File: src/rtl/uart_rx_deframe.sv
// ---------------------------------------------------------------------------
// uart_rx_deframe
//
// Purpose:
//   Takes a complete 11-bit UART frame from the serial-to-parallel stage,
//   checks its parity and framing, and queues the data byte with its error
//   flags in a small FIFO for the consumer.
//
// Parameters:
//   PARITY_EN  - 1: check the parity bit, 0: ignore bit 9
//   PARITY_ODD - 1: odd parity, 0: even parity
//   DEPTH      - FIFO entries (power of two, at least 2)
//
// Ports:
//   baud_clk      in   16x oversample tick clock
//   reset_n       in   asynchronous active-low reset
//   recieved_flag in   frame-complete indication (rising edge is used)
//   data_parll    in   frame: [0] start, [8:1] data LSB-first, [9] parity,
//                      [10] stop
//   rd_en         in   pop the FIFO head
//   clr_ovr       in   clear the sticky overrun flag
//   rx_valid      out  FIFO non-empty
//   rx_data       out  head data byte (0 when empty)
//   rx_perr       out  head entry parity error (0 when empty)
//   rx_ferr       out  head entry framing error (0 when empty)
//   overrun       out  sticky: a frame was dropped
//   fifo_count    out  occupied entries, 0..DEPTH
// ---------------------------------------------------------------------------
module uart_rx_deframe #(
    parameter bit PARITY_EN  = 1'b1,
    parameter bit PARITY_ODD = 1'b0,
    parameter int DEPTH      = 4
) (
    input  logic                     baud_clk,
    input  logic                     reset_n,
    input  logic                     recieved_flag,
    input  logic [10:0]              data_parll,
    input  logic                     rd_en,
    input  logic                     clr_ovr,
    output logic                     rx_valid,
    output logic [7:0]               rx_data,
    output logic                     rx_perr,
    output logic                     rx_ferr,
    output logic                     overrun,
    output logic [$clog2(DEPTH):0]   fifo_count
);

    localparam int AW = $clog2(DEPTH);
    localparam logic [AW:0] FULL_CNT = (AW + 1)'(DEPTH);

    typedef enum logic [1:0] {
        IDLE  = 2'd0,
        CHECK = 2'd1,
        STORE = 2'd2
    } state_t;

    state_t          r_state;
    state_t          w_stateNext;

    logic            r_flagSample;
    logic            r_flagPrev;
    logic            w_flagRise;

    logic [10:0]     r_frame;
    logic            r_perr;
    logic            r_ferr;

    logic            w_capture;
    logic            w_doCheck;
    logic            w_storeReq;

    logic [9:0]      r_mem [DEPTH];
    logic [AW-1:0]   r_wrPtr;
    logic [AW-1:0]   r_rdPtr;
    logic [AW:0]     r_count;
    logic            w_full;
    logic            w_push;
    logic            w_pop;
    logic            w_ovrSet;
    logic [9:0]      w_head;

    logic            r_overrun;

    // The flag is sampled once and compared with the previous sample, so
    // a flag held high for many cycles still yields a single event.  The
    // history resets low, so a flag already high after reset counts as a
    // fresh rising edge.
    always_ff @(posedge baud_clk or negedge reset_n) begin
        if (!reset_n) begin
            r_flagSample <= 1'b0;
            r_flagPrev   <= 1'b0;
        end else begin
            r_flagSample <= recieved_flag;
            r_flagPrev   <= r_flagSample;
        end
    end

    assign w_flagRise = r_flagSample & ~r_flagPrev;

    // FSM state register.
    always_ff @(posedge baud_clk or negedge reset_n) begin
        if (!reset_n) begin
            r_state <= IDLE;
        end else begin
            r_state <= w_stateNext;
        end
    end

    // FSM next-state logic: only IDLE waits; CHECK and STORE each last one
    // cycle.
    always_comb begin
        w_stateNext = r_state;
        unique case (r_state)
            IDLE:    if (w_flagRise) w_stateNext = CHECK;
            CHECK:   w_stateNext = STORE;
            STORE:   w_stateNext = IDLE;
            default: w_stateNext = IDLE;
        endcase
    end

    // FSM outputs: strobes for the datapath.
    always_comb begin
        w_capture  = 1'b0;
        w_doCheck  = 1'b0;
        w_storeReq = 1'b0;
        unique case (r_state)
            IDLE:    w_capture  = w_flagRise;
            CHECK:   w_doCheck  = 1'b1;
            STORE:   w_storeReq = 1'b1;
            default: ;
        endcase
    end

    // Frame capture and error evaluation.  The idle frame value is all
    // ones, i.e. the line-idle pattern.
    always_ff @(posedge baud_clk or negedge reset_n) begin
        if (!reset_n) begin
            r_frame <= 11'h7FF;
            r_perr  <= 1'b0;
            r_ferr  <= 1'b0;
        end else begin
            if (w_capture) begin
                r_frame <= data_parll;
            end
            if (w_doCheck) begin
                r_perr <= PARITY_EN & ((^r_frame[9:1]) != PARITY_ODD);
                r_ferr <= r_frame[0] | ~r_frame[10];
            end
        end
    end

    // A full FIFO still accepts the push when the head is popped in the
    // same cycle.  A rising edge while the FSM is busy is lost and flagged.
    assign w_full   = (r_count == FULL_CNT);
    assign w_pop    = rd_en & (r_count != '0);
    assign w_push   = w_storeReq & (~w_full | w_pop);
    assign w_ovrSet = (w_storeReq & ~w_push) | (w_flagRise & (r_state != IDLE));

    // Storage array; contents need no reset since the pointers define
    // what is valid.
    always_ff @(posedge baud_clk) begin
        if (w_push) begin
            r_mem[r_wrPtr] <= {r_ferr, r_perr, r_frame[8:1]};
        end
    end

    // Pointers wrap naturally because DEPTH is a power of two.
    always_ff @(posedge baud_clk or negedge reset_n) begin
        if (!reset_n) begin
            r_wrPtr <= '0;
            r_rdPtr <= '0;
            r_count <= '0;
        end else begin
            if (w_push) begin
                r_wrPtr <= r_wrPtr + 1'b1;
            end
            if (w_pop) begin
                r_rdPtr <= r_rdPtr + 1'b1;
            end
            unique case ({w_push, w_pop})
                2'b10:   r_count <= r_count + 1'b1;
                2'b01:   r_count <= r_count - 1'b1;
                default: r_count <= r_count;
            endcase
        end
    end

    // Sticky overrun; a new drop wins over a clear in the same cycle.
    always_ff @(posedge baud_clk or negedge reset_n) begin
        if (!reset_n) begin
            r_overrun <= 1'b0;
        end else if (w_ovrSet) begin
            r_overrun <= 1'b1;
        end else if (clr_ovr) begin
            r_overrun <= 1'b0;
        end
    end

    assign w_head     = r_mem[r_rdPtr];
    assign rx_valid   = (r_count != '0);
    assign rx_data    = rx_valid ? w_head[7:0] : 8'h00;
    assign rx_perr    = rx_valid ? w_head[8]   : 1'b0;
    assign rx_ferr    = rx_valid ? w_head[9]   : 1'b0;
    assign overrun    = r_overrun;
    assign fifo_count = r_count;

endmodule

File: config.mk
export PLATFORM = sky130hd
export DESIGN_NAME = uart_rx_deframe
export DESIGN_NICKNAME = d
export VERILOG_FILES = /design/src/rtl/uart_rx_deframe.sv
export SDC_FILE = /design/constraint.sdc
export NUM_CORES = 1
export LEC_CHECK = 0
export CORE_MARGIN = 2
export CORE_UTILIZATION = 47
export CTS_CLUSTER_SIZE = 24
export DETAILED_ROUTE_END_ITERATION = 7
export GPL_TIMING_DRIVEN = 0
export PLACE_DENSITY = 0.68
export SLEW_MARGIN = 20
export SYNTH_ARGS = -nofsm -noshare
export SYNTH_HDL_FRONTEND = slang
export SYNTH_SLANG_ARGS = --single-unit
File: constraint.sdc
create_clock -name baud_clk -period 7.11 [get_ports baud_clk]
set_input_delay 2.133 -clock baud_clk [delete_from_list [all_inputs] [get_ports baud_clk]]
set_output_delay 2.133 -clock baud_clk [all_outputs]
set_load 0.01 [all_outputs]
# [Word-level counts from Yosys, hierarchy flattened]
# Memories as Yosys holds them, arrays and structs flattened.
# Cells that the tools add are included.
# Widths: inputs -> output; s select.
[totals] ff_bits=25 ram_bits=40 inputBits=16 out_inout_bits=15 wordCells=52 n_memories=1
[op_classes] add_sub_neg=4 n_eq_ne=6 mux=13 bitwise=12 reduce_logical=6
[mem_list] name="r_mem" depth=4 width=10 rd=1 rd_ports_with_merged_regs=0 wr=1 line="72" source="logic [9:0] r_mem [DEPTH];"
[ops] op="$mux 1" count=9
[ops] op="$reduce_xor 9->1" count=1
[ops] op="$mux 8" count=1
[ops] op="$pmux 3 s2" count=1
[ops] op="$reduce_bool 2->1" count=3
[ops] op="$and 1x1->1" count=5
[ops] op="$add 2x1->2 const B" count=2
[ops] op="$eq 2x1->1 const B" count=2
[ops] op="$eq 2x2->1 const B" count=2
[ops] op="$not 1->1" count=4
[ops] op="$pmux 2 s2" count=1
[ops] op="$add 3x1->3 const B" count=1
[ops] op="$eq 3x3->1 const B" count=1
[ops] op="$or 1x1->1" count=3
[ops] op="$reduce_bool 3->1" count=1
[ops] op="$sub 3x1->3 const B" count=1
[ops] op="$logic_not 2->1" count=1
[ops] op="$mux 2" count=1
[ops] op="$ne 2x2->1 const B" count=1

# [Logic depth before layout (Yosys ltp)]
# Gate-level depths: netlist of the first run.
[logic_depth] ltp_word=8 depth_mapped=10 depth_no_buf=9

# [Least setup slack after synthesis of the first run]
# Ideal clock, no wire load.
[synth_timing] path_type="input -> register" start="input rd_en" end="register r_count[2] (netlist: fifo_count[2])" setup_ns=0.079 t_arrival_ns=3.928 t_required_ns=7.031 setup_slack_ns=3.103 stages=10 n_path_buf=1 cell_sequence="or4b_1 and3b_1 buf_6 inv_1 ha_1 inv_1 fa_1 xor2_1 nor2_1 xor2_1"
[synth_via] elab_chain_len=5 elab_cells_between_ends=7 classes_between="2 x eq/ne; 1 x mux; 3 x bitwise; 1 x reduce/logical"
[synth_lines] element="from (decl)" line="38" source="input logic rd_en,"
[synth_lines] element="$and 1x1->1 (*)" line="155" source="assign w_pop = rd_en & (r_count != '0);"
[synth_lines] element="$or 1x1->1" line="156" source="assign w_push = w_storeReq & (~w_full | w_pop);"
[synth_lines] element="$and 1x1->1" line="156"
[synth_lines] element="$eq 2x1->1 or $eq 2x2->1 (tied branches)" line="180" source="unique case ({w_push, w_pop})"
[synth_lines] element="$pmux 3 s2 or $reduce_bool 2->1 (tied branches)"
[synth_lines] element="to (signal assigned)" line="181" source="2'b10: r_count <= r_count + 1'b1;"
[synth_lines] element="to (signal assigned)" line="182" source="2'b01: r_count <= r_count - 1'b1;"
[synth_lines] element="to (signal assigned)" line="183" source="default: r_count <= r_count;"
[synth_lines] element="to (decl)" line="75" source="logic [AW:0] r_count;"
# Every way passes the cells marked *; elsewhere a longest branch is shown, timed or not.
# A chain may end at the register's enable or synchronous reset.

# [Worst setup path in the final report of the first run]
[layout_timing] start="register r_rdPtr[0]" end="output rx_perr"
[layout_via] elab_chain_len=2
[layout_lines] element="from (decl)" line="74" source="logic [AW-1:0] r_rdPtr;"
[layout_lines] element="from (signal assigned)" line="178" source="r_rdPtr <= r_rdPtr + 1'b1;"
[layout_lines] element="$mem_v2 4x10"
[layout_lines] element="$mux 1" line="202" source="assign rx_perr = rx_valid ? w_head[8] : 1'b0;"
[layout_lines] element="to (decl)" line="42" source="output logic rx_perr,"
# No other way between the ends.

==> results of run 1 <==
## how the worst max path moves through the flow
stage,start,to,slack (ps),cells past startpoint
floorplan,rd_en,fifo_count[2],3100,10
global placement,rd_en,fifo_count[2],2610,11
detailed placement,rd_en,fifo_count[2],2460,11
CTS,r_rdPtr[0],rx_perr,2760,4
global route,r_rdPtr[0],rx_data[7],2670,4
finish,r_rdPtr[0],rx_perr,2800,4
## per-stage QoR
step | utilization, % | cells
after detailed placement | 55.9 | 254
after CTS | 58.9 | 270
final | 58.8 | 270
after floorplan | - | 152
after global routing | 58.8 | 270
after global placement | 55.9 | 254
## layout by cell type (no fill, tap or decap)
cell / Yosys / routed
and3b_1: 1 / 1
inv_1: 9 / 9
mux2_2: 11 / 11
clkinv_2: 0 / 2
fa_1: 1 / 1
nand2_1: 4 / 4
xor2_1: 5 / 5
o21ai_0: 4 / 4
and2_4: 4 / 4
nor2b_1: 1 / 1
clkbuf_8: 0 / 10
xnor2_2: 1 / 1
ha_1: 5 / 5
xnor2_1: 6 / 6
mux2i_1: 1 / 1
nor2_1: 1 / 1
and2_1: 11 / 11
buf_4: 2 / 2
or3_1: 1 / 1
o21ai_2: 1 / 1
clkdlybuf4s50_1: 0 / 29
clkinvlp_4: 0 / 1
clkbuf_1: 1 / 4
nand2b_1: 1 / 1
o22ai_1: 1 / 1
dfstp_2: 11 / 11
xnor3_1: 1 / 1
dfrtp_1: 14 / 14
mux4_2: 10 / 10
nor4_1: 1 / 1
edfxtp_1: 40 / 40
buf_2: 1 / 2
or4b_1: 1 / 1
buf_6: 1 / 1
## power groups by stage
stage	Sequential (uW)	Clock, uW	Combinational, uW
after floorplan	530	0	260
after global placement	533	0	410
after detailed placement	541	0	424
after CTS	534	267	427
after global routing	543	283	455
final	534	261	419
## layout make-up
cell class / count / area (sq um) / share of cell area [%]
flip-flops and latches: 65 / 1840 / 56.8
multi-input cells: 73 / 778 / 24.0
repair buffers: 30 / 295 / 9.12
clock buffers: 13 / 149 / 4.60
well taps: 72 / 90.1 / 2.78
plain buffers: 5 / 35.0 / 1.08
inverters: 9 / 33.8 / 1.04
clock inverters: 3 / 17.5 / 0.541
## worst max-delay path, delay by kind of cell, from the launching register on
family,cells,cell delay (ps)
buf+inv,2,740
simple gates,1,170
mux,1,530
flops,1,410
## flip-flops by register name, summed over array words and instances, names as in the netlist
name and flops:
r_ferr 1, r_flagPrev 1, r_frame 11, r_rdPtr 2, fifo_count 3, r_flagSample 1
r_state 2, r_wrPtr 2, overrun 1, r_perr 1, r_mem 40
## routing by layer
metal	global-route usage (%)	part of all wire [%]
met1	19.5	41
met2	29.3	54
met3	4.52	3.2
met4	7.24	1.7
met5	0	0
## kinds of logic (layout without fill, tap and decap cells)
kind of cell	Yosys count	in the layout	share of synthesized area, %
fa+ha+maj	6	6	3.07
mux	22	22	13.4
simple gates	26	26	6.19
compound gates	6	6	1.30
xor+xnor	13	13	5.03
buf+inv	14	60	2.56
flops	65	65	68.5
==> key figures, run 1 <==
Status
  – Status: complete, no violations

Timing
  – Final period util: about three fifths
  – Slew Viols, Final: 0
  – Fin Setup TNS: 0 ps
  – Slew @ Worst Pin: 643 ps
  – Slew HR: 56.7%
  – Unrepaired setup endpoints after global routing: no
  – Clock skew: 8.04 ps
  – Hold Slack: 392 ps
  – Worst Slack Setup Final: 2800 ps
  – # setup viols final: 0
  – Fin crit period: 4310 ps
  – F_max: 232 MHz
  – Hold violation count in the final report: 0

Place
  – Routability-driven placement congestion ratio: 0.717
  – DP Wirelength: 3.12 mm
  – Place WS: 2460 ps
  – Cell Area, Placed: 3080 sq um
  – Input/output buffers: 30

Setup path
  – Critical Path RT: 4980 ps
  – Crit. End Element: output port
  – Max FO, Critical Path: 10
  – Setup Crit Path Kind: reg2out
  – Crit-path cells: buf_4, mux4_2, and2_1, clkdlybuf4s50_1
  – CP max stage cell: mux4_2
  – Arr. time, crit path: 2170 ps
  – Worst R2R Path Depth: 10
  – Worst Setup Start Kind: flop
  – CP peak stage delay: 530 ps
  – FF-to-FF setup slack: 4550 ps
  – R2r endpoint: fifo_count[2]
  – FF-to-FF Start: fifo_count[0]

Detailed routing
  – Routed via count: 1353
  – Drt drc: 0
  – Router iterations before antenna repair: 4
  – Vias per Instance: 5.01
  – DR WL/cell: 17.2 microns
  – Total routed wirelength: 4.65 mm
  – Antenna-violating nets left: 0
  – Starting DRT DRC Count: 34

Global routing
  – Initial antenna violation count: 0
  – Global route overflow: 0
  – Gr usage total: 16.8%
  – First-pass GRT wire length: 7.54 mm
  – Number of global-route vias before repair: 1492
  – Largest net degree at the start of global routing: 26

Power
  – Logic pwr share: 34.5%
  – Pleak: 0.00120 uW
  – PD cells: 375 nW/um^2
  – Clock power share: between 20% and 30%
  – Reg power frac: 44.0%
  – Power Total: between 1000 and 1500 uW
  – Maximum vdd drop: 0.159 mV
  – Switch Pwr: between 300 and 400 uW
  – Internal Power: 863 uW
  – Fraction of power spent switching nets: between 20% and 30%

Clock network
  – CTS-repair resized insts: 0
  – Max Root-Sink Buffers: 2
  – Clock latency on the worst-skew pair: 330 ps
  – Clock root buffer: clkbuf_8
  – H-tree Lvls: 3
  – Clock Sinks: 65
  – Clock slew at reported path FFs: 70 ps
  – Setup bufs post-CTS: 0
  – Hold Buf Count CTS: 0
  – CTS tree: done
  – CTS Buf Count: 9

Floorplanning
  – Die area: 6340 sq um
  – Row count: 27
  – I/O Pins: 31
  – CORE AREA: between 5000 and 6000 sq um
  – Initial core utilization: 48.8%
  – Die Ht: 79.6 microns
  – DIE WIDTH: 79.6 microns

Synthesis
  – Top cells by count, synth: 40 x edfxtp_1, 14 x dfrtp_1, 11 x and2_1, 11 x dfstp_2, 11 x mux2_2
  – Top_reg_cell synth: edfxtp_1
  – Distinct cell type count after synthesis: 30
  – Async SR Flop Fraction: 38.5%
  – Post-Syn Area: approximately 2700 sq um
  – Top-count cell post-synth: edfxtp_1
  – Number of flops mapped to enable cells by yosys: 40
  – Top cells by area, synth: edfxtp_1 45%, dfrtp_1 13%, dfstp_2 11%
  – Syn Area/Cell: about 18 sq um
  – Synth Instances: 152
  – Synth top area share: between 40 and 50%
  – Cell taking the most area after synthesis: edfxtp_1
  – YS warnings: 0
  – Mapped Nets: 174
  – Sequential fraction of the synthesis area: 68.5%
  – Synth Register Bits: 65

Finish
  – Final Cell Area: 3240 sq um
  – Final #Nets: around 220
  – Fillers: 420
  – Layout cells sized above 1: 28.3%
  – Final antenna diode count: 0
  – Syn-to-layout area delta: 20.5%

Hold path
  – Hold path endpoint: r_flagPrev
  – Hold depth: 0
  – Worst Hold Class: reg2reg
  – HP Start: r_flagSample

Flow run
  – Maxcap violations: 0
(Power assumes the default switching activity.)
==> run 2: changes to the inputs <==
- clock period: 7.11 -> 4.2 ns (I/O delays scaled with it)
==> results of run 2 <==
The final DEF is identical to that of run 1. Status: complete, no violations.
Among the figures that moved: setup slack after placement 2460 ps -> 428 ps; setup slack after layout 2800 ps -> 766 ps; register-to-register setup slack 4550 ps -> 1640 ps; total power 1210 uW -> 2050 uW; worst IR drop on VDD 0.159 mV -> 0.269 mV
==> run 3: changes to the inputs <==
- clock period: 4.2 -> 3.5 ns (I/O delays scaled with it)
==> results of run 3 <==
The final DEF is identical to that of run 1. Status: complete, no violations.
Among the figures that moved: setup slack after placement 2460 ps -> -62.4 ps; setup slack after layout 2800 ps -> 276 ps; register-to-register setup slack 4550 ps -> 940 ps; total power 1210 uW -> 2470 uW; worst IR drop on VDD 0.159 mV -> 0.323 mV
==> variant: new RTL, flow settings as in run 3 <==
Change the parameter `DEPTH` from 4 to 8.
--- a/src/rtl/uart_rx_deframe.sv
+++ b/src/rtl/uart_rx_deframe.sv
@@ -30,5 +30,5 @@
     parameter bit PARITY_EN  = 1'b1,
     parameter bit PARITY_ODD = 1'b0,
-    parameter int DEPTH      = 4
+    parameter int DEPTH      = 8
 ) (
     input  logic                     baud_clk,
Interface: changed (resized fifo_count); port bits go from 31 to 32. No check against the original RTL was run, so the function may have changed too.
==> variant against run 3 <==
Synthesized area up 63%. Critical endpoint is now rx_data[2]. Hold slack worse by 0.0043 ns. Register-to-register slack better by 0.08 ns. Cell area up 58%. Wire length up 66%. Setup slack worse by 0.084 ns. Sequential cell count up 43. Sequential share of layout area up 4.0 points. Largest cell class unchanged. Power up 62%.
==> variant: results (changes against run 3) <==
metric	value	unit	change
power_density	779	nW/µm²	+2.3%
dp.final_hpwl	5060	µm	+62%
grt_pass1_vias	2299		+54%
grt_util_all_layers	16.7	%	-0.10 points
port_buffers	31		+3.3%
max-vdd-ir-drop	0.379	mV	+17%
clkbuf_count	9		-4
multi_input_area	1220	µm²	+57%
synth_cell_type_count	36		+20%
cts_resized	3		+3
ys_seq_area_share	71.0	%	+2.5 points
netlist_top_cells_area	edfxtp_1, mux4_2, dfrtp_1, dfstp_2, mux2i_1		
fill_cells	711		+69%
synth_fa_ha_area_share	1.43	%	-1.6 points
dpl_cell_area	4860	µm²	+58%
die_area	10100	µm²	+60%
largest_reg_flops	80		+100%
synth-xor-area-share	3.51	%	-1.5 points
grt_pass1_wl	12200	µm	+62%
wirelength	7710	µm	+66%
inv_count	6		-3
synth_top_cells_by_count	edfxtp_1, mux4_2, nor2_1		
path_delay_family	multiplexers		
buffers	41		+17%
drive_gt1_share	26.6	%	-1.7 points
place_ws	0.000898	ns	+0.0633 ns
status	completed		
[variant: cell types whose count changed after synthesis, sizes merged, moves of 4 or more]
| cell | before | now |
|---|---|---|
| mux2i | 1 | 10 |
| nor3 | 0 | 4 |
| nor2 | 1 | 19 |
| mux4 | 10 | 20 |
| and2 | 15 | 0 |
| edfxtp | 40 | 80 |
[variant: routing by layer]
metal	up-vias	GRT usage, %	part of all wire (%)	wire [µm]
met3	10	2.43	4.0	310
met5	-	0	0	0
met4	0	6.64	1.6	127
met2	52	26.9	49	3800
li1	988	-	-	-
met1	1122	23.3	45	3470
[variant: worst paths after layout]
path                                from             to  slack, ns  cells past startpoint
max                           r_rdPtr[0]     rx_data[2]       0.19                      5
min                         r_flagSample     r_flagPrev       0.39                      0
max reg2reg                fifo_count[1]    r_mem[3][2]       1.02                      5
min reg2reg                 r_flagSample     r_flagPrev       0.39                      0
max in group asynchronous        reset_n     r_rdPtr[0]       2.33                      1
min in group asynchronous        reset_n  fifo_count[0]       0.71                      1
